### config.mk
export PLATFORM = sky130hd
export DESIGN_NAME = reset_sequencer
export DESIGN_NICKNAME = d
export VERILOG_FILES = /design/src/rtl/reset_sequencer.sv
export SDC_FILE = /design/constraint.sdc
export NUM_CORES = 1
export LEC_CHECK = 0
export ABC_AREA = 1
export CAP_MARGIN = 10
export CORE_ASPECT_RATIO = 0.7
export CORE_MARGIN = 2
export CORE_UTILIZATION = 53
export DETAILED_ROUTE_END_ITERATION = 16
export PLACE_DENSITY_LB_ADDON = 0.08
export REMOVE_ABC_BUFFERS = 1
export SLEW_MARGIN = 0
export SYNTH_ARGS = -nofsm -noshare
export SYNTH_HDL_FRONTEND = slang
export SYNTH_SLANG_ARGS = --single-unit
### constraint.sdc
create_clock -name CLK -period 1.75 [get_ports CLK]
set_input_delay 0.35 -clock CLK [delete_from_list [all_inputs] [get_ports CLK]]
set_output_delay 0.35 -clock CLK [all_outputs]
set_load 0.01 [all_outputs]
### src/rtl/reset_sequencer.sv
// reset_sequencer: staged reset release, soft-reset arbitration, reset-cause
// capture and slow clock-enable strobe generation for the BF CPU system.
//
// After any reset event every stage is held asserted for HOLD cycles. The
// stages are then released one at a time, GAP cycles apart, starting with
// bit 0. Once all stages are released the block sits in RUN. In RUN it
// produces the slow enable and accepts soft-reset requests.
module reset_sequencer #(
  parameter int STAGES = 3,
  parameter int HOLD   = 16,
  parameter int GAP    = 4,
  parameter int NREQ   = 2,
  parameter int CE_DIV = 4
) (
  input  logic              CLK,
  input  logic              RESET,
  input  logic [NREQ-1:0]   SOFT_RST_REQ,
  output logic [NREQ-1:0]   SOFT_RST_ACK,
  output logic [STAGES-1:0] RST_OUT,
  output logic              BUSY,
  output logic              CE_SLOW,
  output logic [NREQ:0]     RST_CAUSE
);

  // Counter widths. Each width is at least one bit so that degenerate
  // parameter values still elaborate.
  localparam int HW = (HOLD > 1) ? $clog2(HOLD) : 1;
  localparam int GW = (GAP > 1) ? $clog2(GAP) : 1;
  localparam int SW = (STAGES > 1) ? $clog2(STAGES) : 1;

  localparam logic [HW-1:0] HOLD_LAST = HW'(HOLD - 1);
  localparam logic [GW-1:0] GAP_LAST  = GW'(GAP - 1);
  localparam logic [SW-1:0] IDX_LAST  = SW'(STAGES - 1);
  localparam logic [SW-1:0] IDX_FIRST = SW'(1);

  typedef enum logic [1:0] {
    ASSERT  = 2'd0,
    RELEASE = 2'd1,
    RUN     = 2'd2
  } state_t;

  state_t              state, state_next;
  logic [HW-1:0]       hold_cnt, hold_next;
  logic [GW-1:0]       gap_cnt, gap_next;
  logic [SW-1:0]       stage_idx, stage_idx_next;
  logic [CE_DIV-1:0]   ce_cnt, ce_cnt_next;

  logic [STAGES-1:0]   rst_out_next;
  logic                busy_next;
  logic                ce_slow_next;
  logic [NREQ-1:0]     ack_next;
  logic [NREQ:0]       cause_next;

  // One-hot winner among the pending requests. The lowest index has the
  // highest priority.
  logic [NREQ-1:0]     win_onehot;

  // Fixed-priority pick of the lowest-numbered active requester.
  always_comb begin
    win_onehot = '0;
    for (int i = NREQ - 1; i >= 0; i--) begin
      if (SOFT_RST_REQ[i]) begin
        win_onehot    = '0;
        win_onehot[i] = 1'b1;
      end
    end
  end

  // Next-state and next-output logic for the sequencer. Outputs are
  // registered together with the state.
  always_comb begin
    state_next     = state;
    hold_next      = hold_cnt;
    gap_next       = gap_cnt;
    stage_idx_next = stage_idx;
    ce_cnt_next    = '0;
    rst_out_next   = RST_OUT;
    busy_next      = BUSY;
    ce_slow_next   = 1'b0;
    ack_next       = '0;
    cause_next     = RST_CAUSE;

    case (state)
      ASSERT: begin
        if (hold_cnt == HOLD_LAST) begin
          rst_out_next[0] = 1'b0;
          hold_next       = '0;
          gap_next        = '0;
          if (STAGES == 1) begin
            busy_next  = 1'b0;
            state_next = RUN;
          end else begin
            stage_idx_next = IDX_FIRST;
            state_next     = RELEASE;
          end
        end else begin
          hold_next = hold_cnt + 1'b1;
        end
      end

      RELEASE: begin
        if (gap_cnt == GAP_LAST) begin
          for (int k = 0; k < STAGES; k++) begin
            if (SW'(k) == stage_idx) begin
              rst_out_next[k] = 1'b0;
            end
          end
          gap_next = '0;
          if (stage_idx == IDX_LAST) begin
            busy_next      = 1'b0;
            stage_idx_next = '0;
            state_next     = RUN;
          end else begin
            stage_idx_next = stage_idx + 1'b1;
          end
        end else begin
          gap_next = gap_cnt + 1'b1;
        end
      end

      RUN: begin
        if (SOFT_RST_REQ != '0) begin
          // A granted soft reset re-enters the hold phase. The slow-enable
          // strobe is suppressed on the grant edge.
          ack_next       = win_onehot;
          cause_next     = {win_onehot, 1'b0};
          rst_out_next   = '1;
          busy_next      = 1'b1;
          hold_next      = '0;
          gap_next       = '0;
          stage_idx_next = '0;
          state_next     = ASSERT;
        end else begin
          ce_cnt_next  = ce_cnt + 1'b1;
          ce_slow_next = (ce_cnt == '1);
        end
      end

      default: begin
        rst_out_next = '1;
        busy_next    = 1'b1;
        hold_next    = '0;
        gap_next     = '0;
        state_next   = ASSERT;
      end
    endcase
  end

  // State, counter and output registers. A hard reset returns everything
  // to the start of the hold phase and records cause bit 0.
  always_ff @(posedge CLK or posedge RESET) begin
    if (RESET) begin
      state        <= ASSERT;
      hold_cnt     <= '0;
      gap_cnt      <= '0;
      stage_idx    <= '0;
      ce_cnt       <= '0;
      RST_OUT      <= '1;
      BUSY         <= 1'b1;
      CE_SLOW      <= 1'b0;
      SOFT_RST_ACK <= '0;
      RST_CAUSE    <= {{NREQ{1'b0}}, 1'b1};
    end else begin
      state        <= state_next;
      hold_cnt     <= hold_next;
      gap_cnt      <= gap_next;
      stage_idx    <= stage_idx_next;
      ce_cnt       <= ce_cnt_next;
      RST_OUT      <= rst_out_next;
      BUSY         <= busy_next;
      CE_SLOW      <= ce_slow_next;
      SOFT_RST_ACK <= ack_next;
      RST_CAUSE    <= cause_next;
    end
  end

endmodule
==> summary.txt, run 1 <==
Run status
  – Status: finished clean

Logic synthesis
  – Synth Warn #: 0
  – #FFs+latches synth: 23
  – Synthesized cell area: 0.001159 mm2
  – Dominant cells by area after synthesis: dfrtp_1 41%, nand2_1 16%, dfstp_2 9.1%, nor2_1 7.8%, ha_1 7.6%
  – Synth cell types: 20
  – Post-Syn Area per Cell: roughly 8 um2
  – Area leader, netlist: dfrtp_1
  – Sequential area share after synthesis: 0.5011
  – Mapped Cells: 144
  – Synth top area share: 0.4104

GRT
  – M3 GR Usage: 0.05793
  – First-pass GRT wire length: 3643 um
  – Total track usage: 0.1921
  – Global routing usage on met2: 0.3043
  – Total gr overflow: 0
  – Vias in the first global route: 837
  – Largest net degree at the start of global routing: 24
  – GRT busiest layer: met2
  – M1 GR Usage: 0.2598
  – Antenna violations before repair: 0

Routing
  – Vias post-DR: 896
  – DR DRC count: 0
  – Antenna-violating nets left: 0
  – Pre-antenna DRT Iters: 4
  – DRT Wirelength: 2042 um
  – DR WL/cell: around 11 um
  – Initial drt markers: 19
  – Drt via density: 4.870

Pwr
  – Internal power: 1.170 mW
  – Switch Pwr: roughly 0.86 mW
  – Clock Power Share: 0.119
  – Max VDD drop: 0.0008878 V
  – Static Leakage: 0.7074 nW
  – Comb power frac: 0.487
  – PD cells: roughly 1500 mW/mm2
  – Reg power frac: 0.394
  – Sw Ratio: 0.4231

CTS
  – Hold_buf cts: 0
  – # clock sinks: 23
  – Clk Latency, worst-skew pair: 0.31 ns
  – Clk root buf: clkbuf_4
  – CTS tree: done
  – CTS resizes: 3
  – CTS max path bufs: 2
  – CTS Buf Count: 3
  – Clock slew at reported path FFs: 0.13 ns
  – # Post-CTS Setup Buffers: 0
  – H-tree levels: 1

Placed design
  – Detailed Place HPWL: 1558 um
  – Place WS: 0.1726 ns
  – GPL Wtd Cong: 0.8069
  – PortBufs: 13

Floorplan
  – Io pins: 14
  – Die W: 59.89 um
  – Height of the die: 43.12 um
  – Starting Density: 0.5512
  – Core ar.: 0.002102 mm2
  – Cell row count: 14
  – Die area: 0.002582 mm2

STA
  – Fin. Hold Viols: 0
  – # setup viols final: 0
  – Setup Skew: 0.01567 ns
  – Final period util: 0.8890
  – Setup TNS: 0 ns
  – RSZ-0062 raised after global routing: false
  – FMAX: 642.8 MHz
  – Worst setup margin: 0.1942 ns
  – Max transition margin: 0.7930
  – Minimum clock period: 1.556 ns
  – Fin. max-slew vios: 0
  – Worst Max-Slew Pin Slew: around 0.31 ns

Finish
  – Diode count: 0
  – Final core occ: 0.6381
  – # nets final: between 150 and 200
  – Number of fill cells: ~180
  – Area Growth Syn to Fin: 15.77%
  – Proportion of layout cells with a drive suffix above 1: 0.08750

Worst setup path
  – CP max stage delay: around 0.53 ns
  – CP Data Arrival Time: 1.21 ns
  – Slowest-stage cell, CP: clkdlybuf4s50_1
  – Worst path top cell family by delay: buffers and inverters
  – Req. time, crit path: around 1.4 ns
  – Cells along the critical path: clkdlybuf4s50_1
  – Crit path max fanout: 2
  – Crit start category: flip-flop
  – CP Buf/Inv Count: 1
  – Crit path capture type: output pin
  – Crit path kind: flip-flop to output pin

Min path
  – Worst hold path class: input pin to async pin

Job
  – # Max-Cap Violations: 0
[power groups by stage]
| stage | Combinational, mW | Sequential (mW) | Clock [mW] |
|---|---|---|---|
| floorplan | 0.678 | 0.824 | 0 |
| global placement | 0.982 | 0.800 | 0 |
| detailed placement | 1.01 | 0.808 | 0 |
| CTS | 1.00 | 0.799 | 0.251 |
| global route | 1.15 | 0.822 | 0.275 |
| finish | 0.987 | 0.799 | 0.242 |
[flip-flops by register name (all words and copies together) (netlist names)]
name          flops
gap_cnt           2
state             2
SOFT_RST_ACK      2
hold_cnt          4
CE_SLOW           1
RST_CAUSE         3
RST_OUT           3
ce_cnt            4
stage_idx         2
[layout make-up]
cell class / count / area [um2] / share of cell area
well taps: 24 / 30.03 / 0.02239
inverters: 17 / 63.81 / 0.04757
clock buffers: 4 / 26.28 / 0.01959
multi-input cells: 102 / 501.7 / 0.3741
flip-flops and latches: 23 / 580.6 / 0.4328
repair buffers: 14 / 138.9 / 0.1035
[routing by layer]
layer,up-vias,wire length [um]
met1,407,1015
li1,465,-
met2,22,916
met4,0,13
met5,-,0
met3,2,97
[through the flow]
step           cell area, um2  hold WS [ns]  power, mW  std cells
4_1_cts                  1336        0.3874      2.051        184
3_3_place_gp             1314        0.4564      1.782        180
3_5_place_dp             1314        0.4581      1.819        180
6_report                 1341        0.3811      2.028        184
5_1_grt                  1341        0.4184      2.249        184
2_1_floorplan            1146        0.3490      1.502        142
[worst min-delay path, cell delays in order]
cell and delay, ns:
clkdlybuf4s50_1 0.40, inv_1 0.06, buf_4 0.28
[cells in the mapped netlist, drive strengths merged]
cell	n
nand3b	1
xor2	2
nor2	25
and2	1
dfstp	4
nand2	53
o21ai	6
nand3	4
inv	17
a21oi	2
buf	2
ha	7
or2	1
dfrtp	19
[cells in the final DEF (no fill, tap or decap), types with 2 or more instances in the layout]
cell type and n:
nand2_1 50, nor2_1 24, dfrtp_1 19, inv_1 16
clkdlybuf4s50_1 8, ha_1 7, o21ai_0 5, dfstp_2 4
nand3_1 4, clkbuf_4 3, dlygate4sd2_1 3, nand2_2 2
xor2_1 2, a21oi_1 2, dlymetal6s2s_1 2
[kinds of logic (layout without fill, tap and decap cells)]
| kind of cell | count (synthesis) | after routing | synth area share |
|---|---|---|---|
| flops | 23 | 23 | 0.5011 |
| compound gates | 8 | 8 | 0.03780 |
| simple gates | 85 | 85 | 0.3045 |
| fa+ha+maj | 7 | 7 | 0.07559 |
| buf+inv | 19 | 35 | 0.06587 |
| xor+xnor | 2 | 2 | 0.01512 |
[final timing paths]
path | to | start | cells past startpoint | slack, ns
max | RST_CAUSE[1] | RST_CAUSE[1] | 1 | 0.19
max reg2reg | stage_idx[0] | state[1] | 9 | 0.30
min in group CLK | RST_OUT[1] | RST_OUT[1] | 2 | 0.47
min | hold_cnt[2] | RESET | 3 | 0.38
min reg2reg | RST_OUT[1] | RST_OUT[1] | 2 | 0.47
max in group asynchronous | RST_OUT[2] | RESET | 3 | 1.07
Power figures use the tool's default switching activity.
==> run 2, diff against run 1 <==
- SLEW_MARGIN: 0 -> 20
==> results of run 2 <==
The final DEF is identical to that of run 1; final timing and power are the same.
